[src/rtl/thread_sched_pkg.sv]
`default_nettype none
// ============================================================================
// Module      : thread_sched_pkg
// Description : Constants and types shared by the two-thread fetch scheduler
//               and the decode stage. Holds the datapath width, the thread
//               id type, the per-issue PC step, the thread start PCs and the
//               thread-select helper used by the arbiter.
// Revision    : 1.0 - initial release
// ============================================================================
package thread_sched_pkg;

    localparam int c_WORD_W = 16;
    localparam int c_PC_STEP = 2;
    localparam logic [c_WORD_W-1:0] c_T0_START = 16'h0000;
    localparam logic [c_WORD_W-1:0] c_T1_START = 16'h0001;

    typedef logic tid_t;

    localparam tid_t c_TID0 = 1'b0;
    localparam tid_t c_TID1 = 1'b1;

    // Picks the thread that issues next. live[i] is 1 while thread i has not
    // halted. Both live -> strict alternation away from the last issuer;
    // one live -> that one; none live -> thread 0 so fetch_addr stays defined.
    function automatic tid_t pick_tid(input logic [1:0] live, input tid_t last);
        tid_t sel;
        sel = c_TID0;
        if (live == 2'b11) begin
            sel = ~last;
        end else if (live[1] && !live[0]) begin
            sel = c_TID1;
        end
        return sel;
    endfunction

endpackage : thread_sched_pkg
`default_nettype wire

[src/rtl/thread_ctx.sv]
`default_nettype none
// ============================================================================
// Module      : thread_ctx
// Description : Per-thread context: program counter, sticky halted flag and a
//               saturating issue counter.
// Ports       : clk, reset (async, active-low)
//               issue       - this thread issues on this edge
//               redirect    - redirect aimed at this thread
//               redirect_pc - PC to load on redirect
//               halt_set    - halt aimed at this thread
//               pc, halted, cnt - current context state
// Revision    : 1.0 - initial release
// ============================================================================
module thread_ctx
    import thread_sched_pkg::*;
#(
    parameter int                WORD_W   = c_WORD_W,
    parameter logic [WORD_W-1:0] START_PC = '0,
    parameter int                PC_STEP  = c_PC_STEP
) (
    input  logic              clk,
    input  logic              reset,
    input  logic              issue,
    input  logic              redirect,
    input  logic [WORD_W-1:0] redirect_pc,
    input  logic              halt_set,
    output logic [WORD_W-1:0] pc,
    output logic              halted,
    output logic [WORD_W-1:0] cnt
);

    logic [WORD_W-1:0] r_pc;
    logic              r_halted;
    logic [WORD_W-1:0] r_cnt;
    logic [WORD_W-1:0] w_pc_next;
    logic [WORD_W-1:0] w_cnt_next;

    // Priority: a halt arriving together with a redirect freezes the PC;
    // a redirect to a live thread beats the sequential increment; a redirect
    // to an already-halted thread is dropped.
    always_comb begin
        w_pc_next = r_pc;
        if (redirect && halt_set) begin
            w_pc_next = r_pc;
        end else if (redirect && !r_halted) begin
            w_pc_next = redirect_pc;
        end else if (issue) begin
            w_pc_next = r_pc + WORD_W'(PC_STEP);
        end
    end

    // Counter saturates at all-ones instead of wrapping.
    always_comb begin
        w_cnt_next = r_cnt;
        if (issue && (r_cnt != {WORD_W{1'b1}})) begin
            w_cnt_next = r_cnt + WORD_W'(1);
        end
    end

    always_ff @(posedge clk or negedge reset) begin
        if (!reset) begin
            r_pc     <= START_PC;
            r_halted <= 1'b0;
            r_cnt    <= '0;
        end else begin
            r_pc  <= w_pc_next;
            r_cnt <= w_cnt_next;
            if (halt_set) begin
                r_halted <= 1'b1;
            end
        end
    end

    assign pc     = r_pc;
    assign halted = r_halted;
    assign cnt    = r_cnt;

endmodule : thread_ctx
`default_nettype wire

[src/rtl/thread_sched.sv]
`default_nettype none
// ============================================================================
// Module      : thread_sched
// Description : Two-thread barrel fetch scheduler. Alternates issue between
//               live threads, applies branch redirects and halts, and keeps
//               per-thread saturating issue counts.
// Ports       : clk, reset (async, active-low)
//               stall                                    - no issue this cycle
//               redirect_valid/redirect_tid/redirect_pc  - PC redirect
//               halt_valid/halt_tid                      - thread halt
//               fetch_valid/fetch_tid/fetch_addr         - issue this cycle
//               issued0/issued1                          - per-thread counts
//               halt                                     - both threads halted
// Revision    : 1.0 - initial release
// ============================================================================
module thread_sched
    import thread_sched_pkg::*;
#(
    parameter int                WORD_W   = c_WORD_W,
    parameter logic [WORD_W-1:0] T0_START = c_T0_START,
    parameter logic [WORD_W-1:0] T1_START = c_T1_START,
    parameter int                PC_STEP  = c_PC_STEP
) (
    input  logic              clk,
    input  logic              reset,
    input  logic              stall,
    input  logic              redirect_valid,
    input  logic              redirect_tid,
    input  logic [WORD_W-1:0] redirect_pc,
    input  logic              halt_valid,
    input  logic              halt_tid,
    output logic              fetch_valid,
    output logic              fetch_tid,
    output logic [WORD_W-1:0] fetch_addr,
    output logic [WORD_W-1:0] issued0,
    output logic [WORD_W-1:0] issued1,
    output logic              halt
);

    tid_t              r_last_tid;
    logic [WORD_W-1:0] w_pc  [2];
    logic [WORD_W-1:0] w_cnt [2];
    logic [1:0]        w_halted;
    logic [1:0]        w_live;
    tid_t              w_sel;
    logic              w_fetch_valid;

    assign w_live        = ~w_halted;
    assign w_sel         = pick_tid(w_live, r_last_tid);
    assign w_fetch_valid = !stall && (w_live != 2'b00);

    for (genvar i = 0; i < 2; i++) begin : g_ctx
        thread_ctx #(
            .WORD_W   (WORD_W),
            .START_PC ((i == 0) ? T0_START : T1_START),
            .PC_STEP  (PC_STEP)
        ) u_ctx (
            .clk         (clk),
            .reset       (reset),
            .issue       (w_fetch_valid && (w_sel == tid_t'(i))),
            .redirect    (redirect_valid && (redirect_tid == tid_t'(i))),
            .redirect_pc (redirect_pc),
            .halt_set    (halt_valid && (halt_tid == tid_t'(i))),
            .pc          (w_pc[i]),
            .halted      (w_halted[i]),
            .cnt         (w_cnt[i])
        );
    end

    // Reset to thread 1 so the first issue after reset goes to thread 0.
    always_ff @(posedge clk or negedge reset) begin
        if (!reset) begin
            r_last_tid <= c_TID1;
        end else if (w_fetch_valid) begin
            r_last_tid <= w_sel;
        end
    end

    assign fetch_valid = w_fetch_valid;
    assign fetch_tid   = w_sel;
    assign fetch_addr  = (w_sel == c_TID1) ? w_pc[1] : w_pc[0];
    assign issued0     = w_cnt[0];
    assign issued1     = w_cnt[1];
    assign halt        = &w_halted;

endmodule : thread_sched
`default_nettype wire

[config.mk]
export PLATFORM = sky130hd
export DESIGN_NAME = thread_sched
export DESIGN_NICKNAME = d
export VERILOG_FILES = /design/src/rtl/thread_sched_pkg.sv /design/src/rtl/thread_ctx.sv /design/src/rtl/thread_sched.sv
export SDC_FILE = /design/constraint.sdc
export NUM_CORES = 1
export LEC_CHECK = 0
export BUFFER_PORTS_ARGS = -buffer_cell sky130_fd_sc_hd__buf_2
export CORE_ASPECT_RATIO = 0.5
export CORE_MARGIN = 1
export CORE_UTILIZATION = 59
export CTS_CLUSTER_DIAMETER = 80
export CTS_CLUSTER_SIZE = 12
export DETAILED_ROUTE_END_ITERATION = 8
export PLACE_DENSITY = 0.86
export SLEW_MARGIN = 10
export SYNTH_ARGS = -nofsm -noshare
export SYNTH_HDL_FRONTEND = slang
export SYNTH_SLANG_ARGS = --single-unit
[constraint.sdc]
create_clock -name clk -period 4.85 [get_ports clk]
set_input_delay 0.97 -clock clk [delete_from_list [all_inputs] [get_ports clk]]
set_output_delay 0.97 -clock clk [all_outputs]
set_load 0.01 [all_outputs]
==> reports/metrics.cfg <==
[run_status]
outcome = finished, final reports clean

[sta]
hold_viol_final = 0
fin_setup_tns_ps = 0
finalMaxSlewViolations = 0
finClkSkew_ps = 3.75
max_slew.worst_pin.slew_ps = 911
finalCritPeriodShare_pct = 65.7
fmax_mhz = 314
setup_viol = 0
fin_crit_ps = 3190
slew_headroom_pct = 39.2
rsz0062_at_grt = no

[clocking]
post_cts_buffers = 0
root_buffer = clkbuf_16
insertion_delay_ps = 330
cts.sinks = 67
cts_buffers = 9
clkSlewWorstSetupHoldPaths_ps = 50
ctsHoldBuffers = 0
htree_num_levels = 3
clock_path_buffers = 2
cts_tree = built
ctsResizeCount = 0

[setup_path]
worstPathArrival_ps = 2220
worstSetupStartpointType = flop
cp_slowest_stage_delay_ps = 780
cpMaxStageDelayCell = nor2_2
path_cells = nor2_2, mux2_2, buf_2
worst-path-buf-inv = 1
crit_type = flop to output port
cp_max_fo = 19
critPathTopFamily = simple AND/OR/NAND/NOR gates
worstPathRequired_ps = 3880
endpoint_kind = output port

[final_layout]
num_antenna_cells = 0
layout-drive-gt1-share_pct = 25.0
syn2layout_area_growth_pct = 18.4
nets = 502

[power]
p_total_mw = 1.64
ir_drop_mv = 0.262
power_density_nw_per_um2 = 366
power.leakage_nw = 2.02

[logic_synthesis]
synth_ff_type = dfrtp_1
postSynthCellCount = 405
ys_async_sr_fraction_pct = 100
yosys.cell_types.count = 55
synth_largest_area_cell = dfrtp_1
yosys-top-cells-count = dfrtp_1 (65), nand2_1 (50), a21oi_1 (41)
synth_warnings = 0
synth-edff-count = 0
synth_seq_cells = 67
synth.avg_cell_area_um2 = 9.36
synth_area_leaders = dfrtp_1 (43%), a21oi_1 (5.4%), mux2_2 (5.3%)
synth_area_um2 = 3790
synth.most_common_cell = dfrtp_1
synth_nets = 432
yosysTopAreaCellShare_pct = 42.9
seq_area_frac_synth_pct = 44.3

[drt]
num_vias = 3350
drtIter0Drc = 275
vias_per_cell = 5.90
post_drt_wl_per_cell_um = 15.6
drt_pass1_iterations = 4
finalWirelength_um = 8860
drc = 0
ant_nets = 0

[floorplanning]
core_area_um2 = 6130
die-area_um2 = 6770
die_h_um = 58.7
io_pins = 74
initial_core_util_pct = 61.8
std_cell_rows = 20
die_x_um = 115

[grt]
grt_max_degree = 68
grt_pass1_vias = 2899
grt_pass1_wl_um = 14200
antenna_found_initial = 0
grt-ovfl-total = 0
grt_usage_pct = 28.2

[min_path]
holdCritPathClass = flop to flop

[placed_design]
gp_congestion = 0.882
dp_hpwl_um = 6350
port_buffers = 73

[job]
cap_violations = 0

-- final timing paths --
path                                             start                endpoint  slack, ps  depth (start not counted)
worst min-delay path            g_ctx[0].u_ctx.cnt[13]  g_ctx[0].u_ctx.cnt[13]        490                          1
max in group asynchronous                        reset   g_ctx[0].u_ctx.cnt[0]       3500                          2
min in group asynchronous                        reset    g_ctx[0].u_ctx.pc[3]        820                          2
worst min register to register  g_ctx[0].u_ctx.cnt[13]  g_ctx[0].u_ctx.cnt[13]        490                          1
worst max-delay path             g_ctx[1].u_ctx.halted           fetch_addr[8]       1660                          3
worst max register to register   g_ctx[0].u_ctx.halted    g_ctx[1].u_ctx.pc[5]       2690                          5
-- worst reg2reg max path: cells and delay by family, from the launching register on --
family             cells  cell delay, ps
AOI/OAI and AO/OA      3             690
DFF                    1             460
and+or+nand+nor        2             890
-- metrics by stage --
stage          utilization (%)  hold WS, ps  worst slack (ps)  cells  area [µm²]
2_1_floorplan                -          472              2270    405        3790
3_3_place_gp              68.6          468              2080    552        4210
3_5_place_dp              68.6          476              2030    552        4210
4_1_cts                   73.2          485              1650    568        4490
5_1_grt                   73.2          506              1540    568        4490
6_report                  73.2          487              1660    568        4490
-- cell type report --
cell class	instances	area, µm²
tap	88	110
fill	481	1640
timing repair buffer	74	373
clock inverter	3	22.5
inverter	6	22.5
multi-input combinational	317	2020
sequential	67	1680
clock buffer	13	260
-- metal layers --
metal  share of wire, %  vias up  global-route usage (%)
met3                5.1       15                    6.59
met2                 46      108                    45.6
met5                  0        -                       0
met1                 47     1589                    37.7
met4                1.8        0                    10.9
li1                   -     1638                       -
-- placed cells by master, fill, tap and decap left out, drive strengths merged, types with 12 or more instances in the layout --
master and n:
xnor2 22, a21oi 43, o21ai 25, dfrtp 65
nor2 20, buf 74, nand2 50, mux2 18
clkbuf 13, nand3 30, nand4 15, o22ai 12
-- cell families (layout without fill, tap and decap cells) --
logic type	count (synthesis)	count (layout)	synth area share, %
DFF	67	67	44.3
AOI/OAI and AO/OA	105	105	17.2
buffers and inverters	21	96	2.38
and+or+nand+nor	158	158	22.0
xor gates and xnor gates	29	29	6.70
muxes	21	21	6.14
adders and majority gates	4	4	1.32
-- power breakdown --
group	switching, mW	internal (mW)	leakage (nW)
Clock	0.236	0.374	0.128
Combinational	0.149	0.139	1.05
Sequential	0.106	0.639	0.847
-- registers in the layout, indices dropped and copies added, names as in the netlist --
signal              cells
r_last_tid              1
g_ctx.u_ctx.pc         32
g_ctx.u_ctx.cnt        32
g_ctx.u_ctx.halted      2
Note: power is estimated with default switching activity, not from simulation.
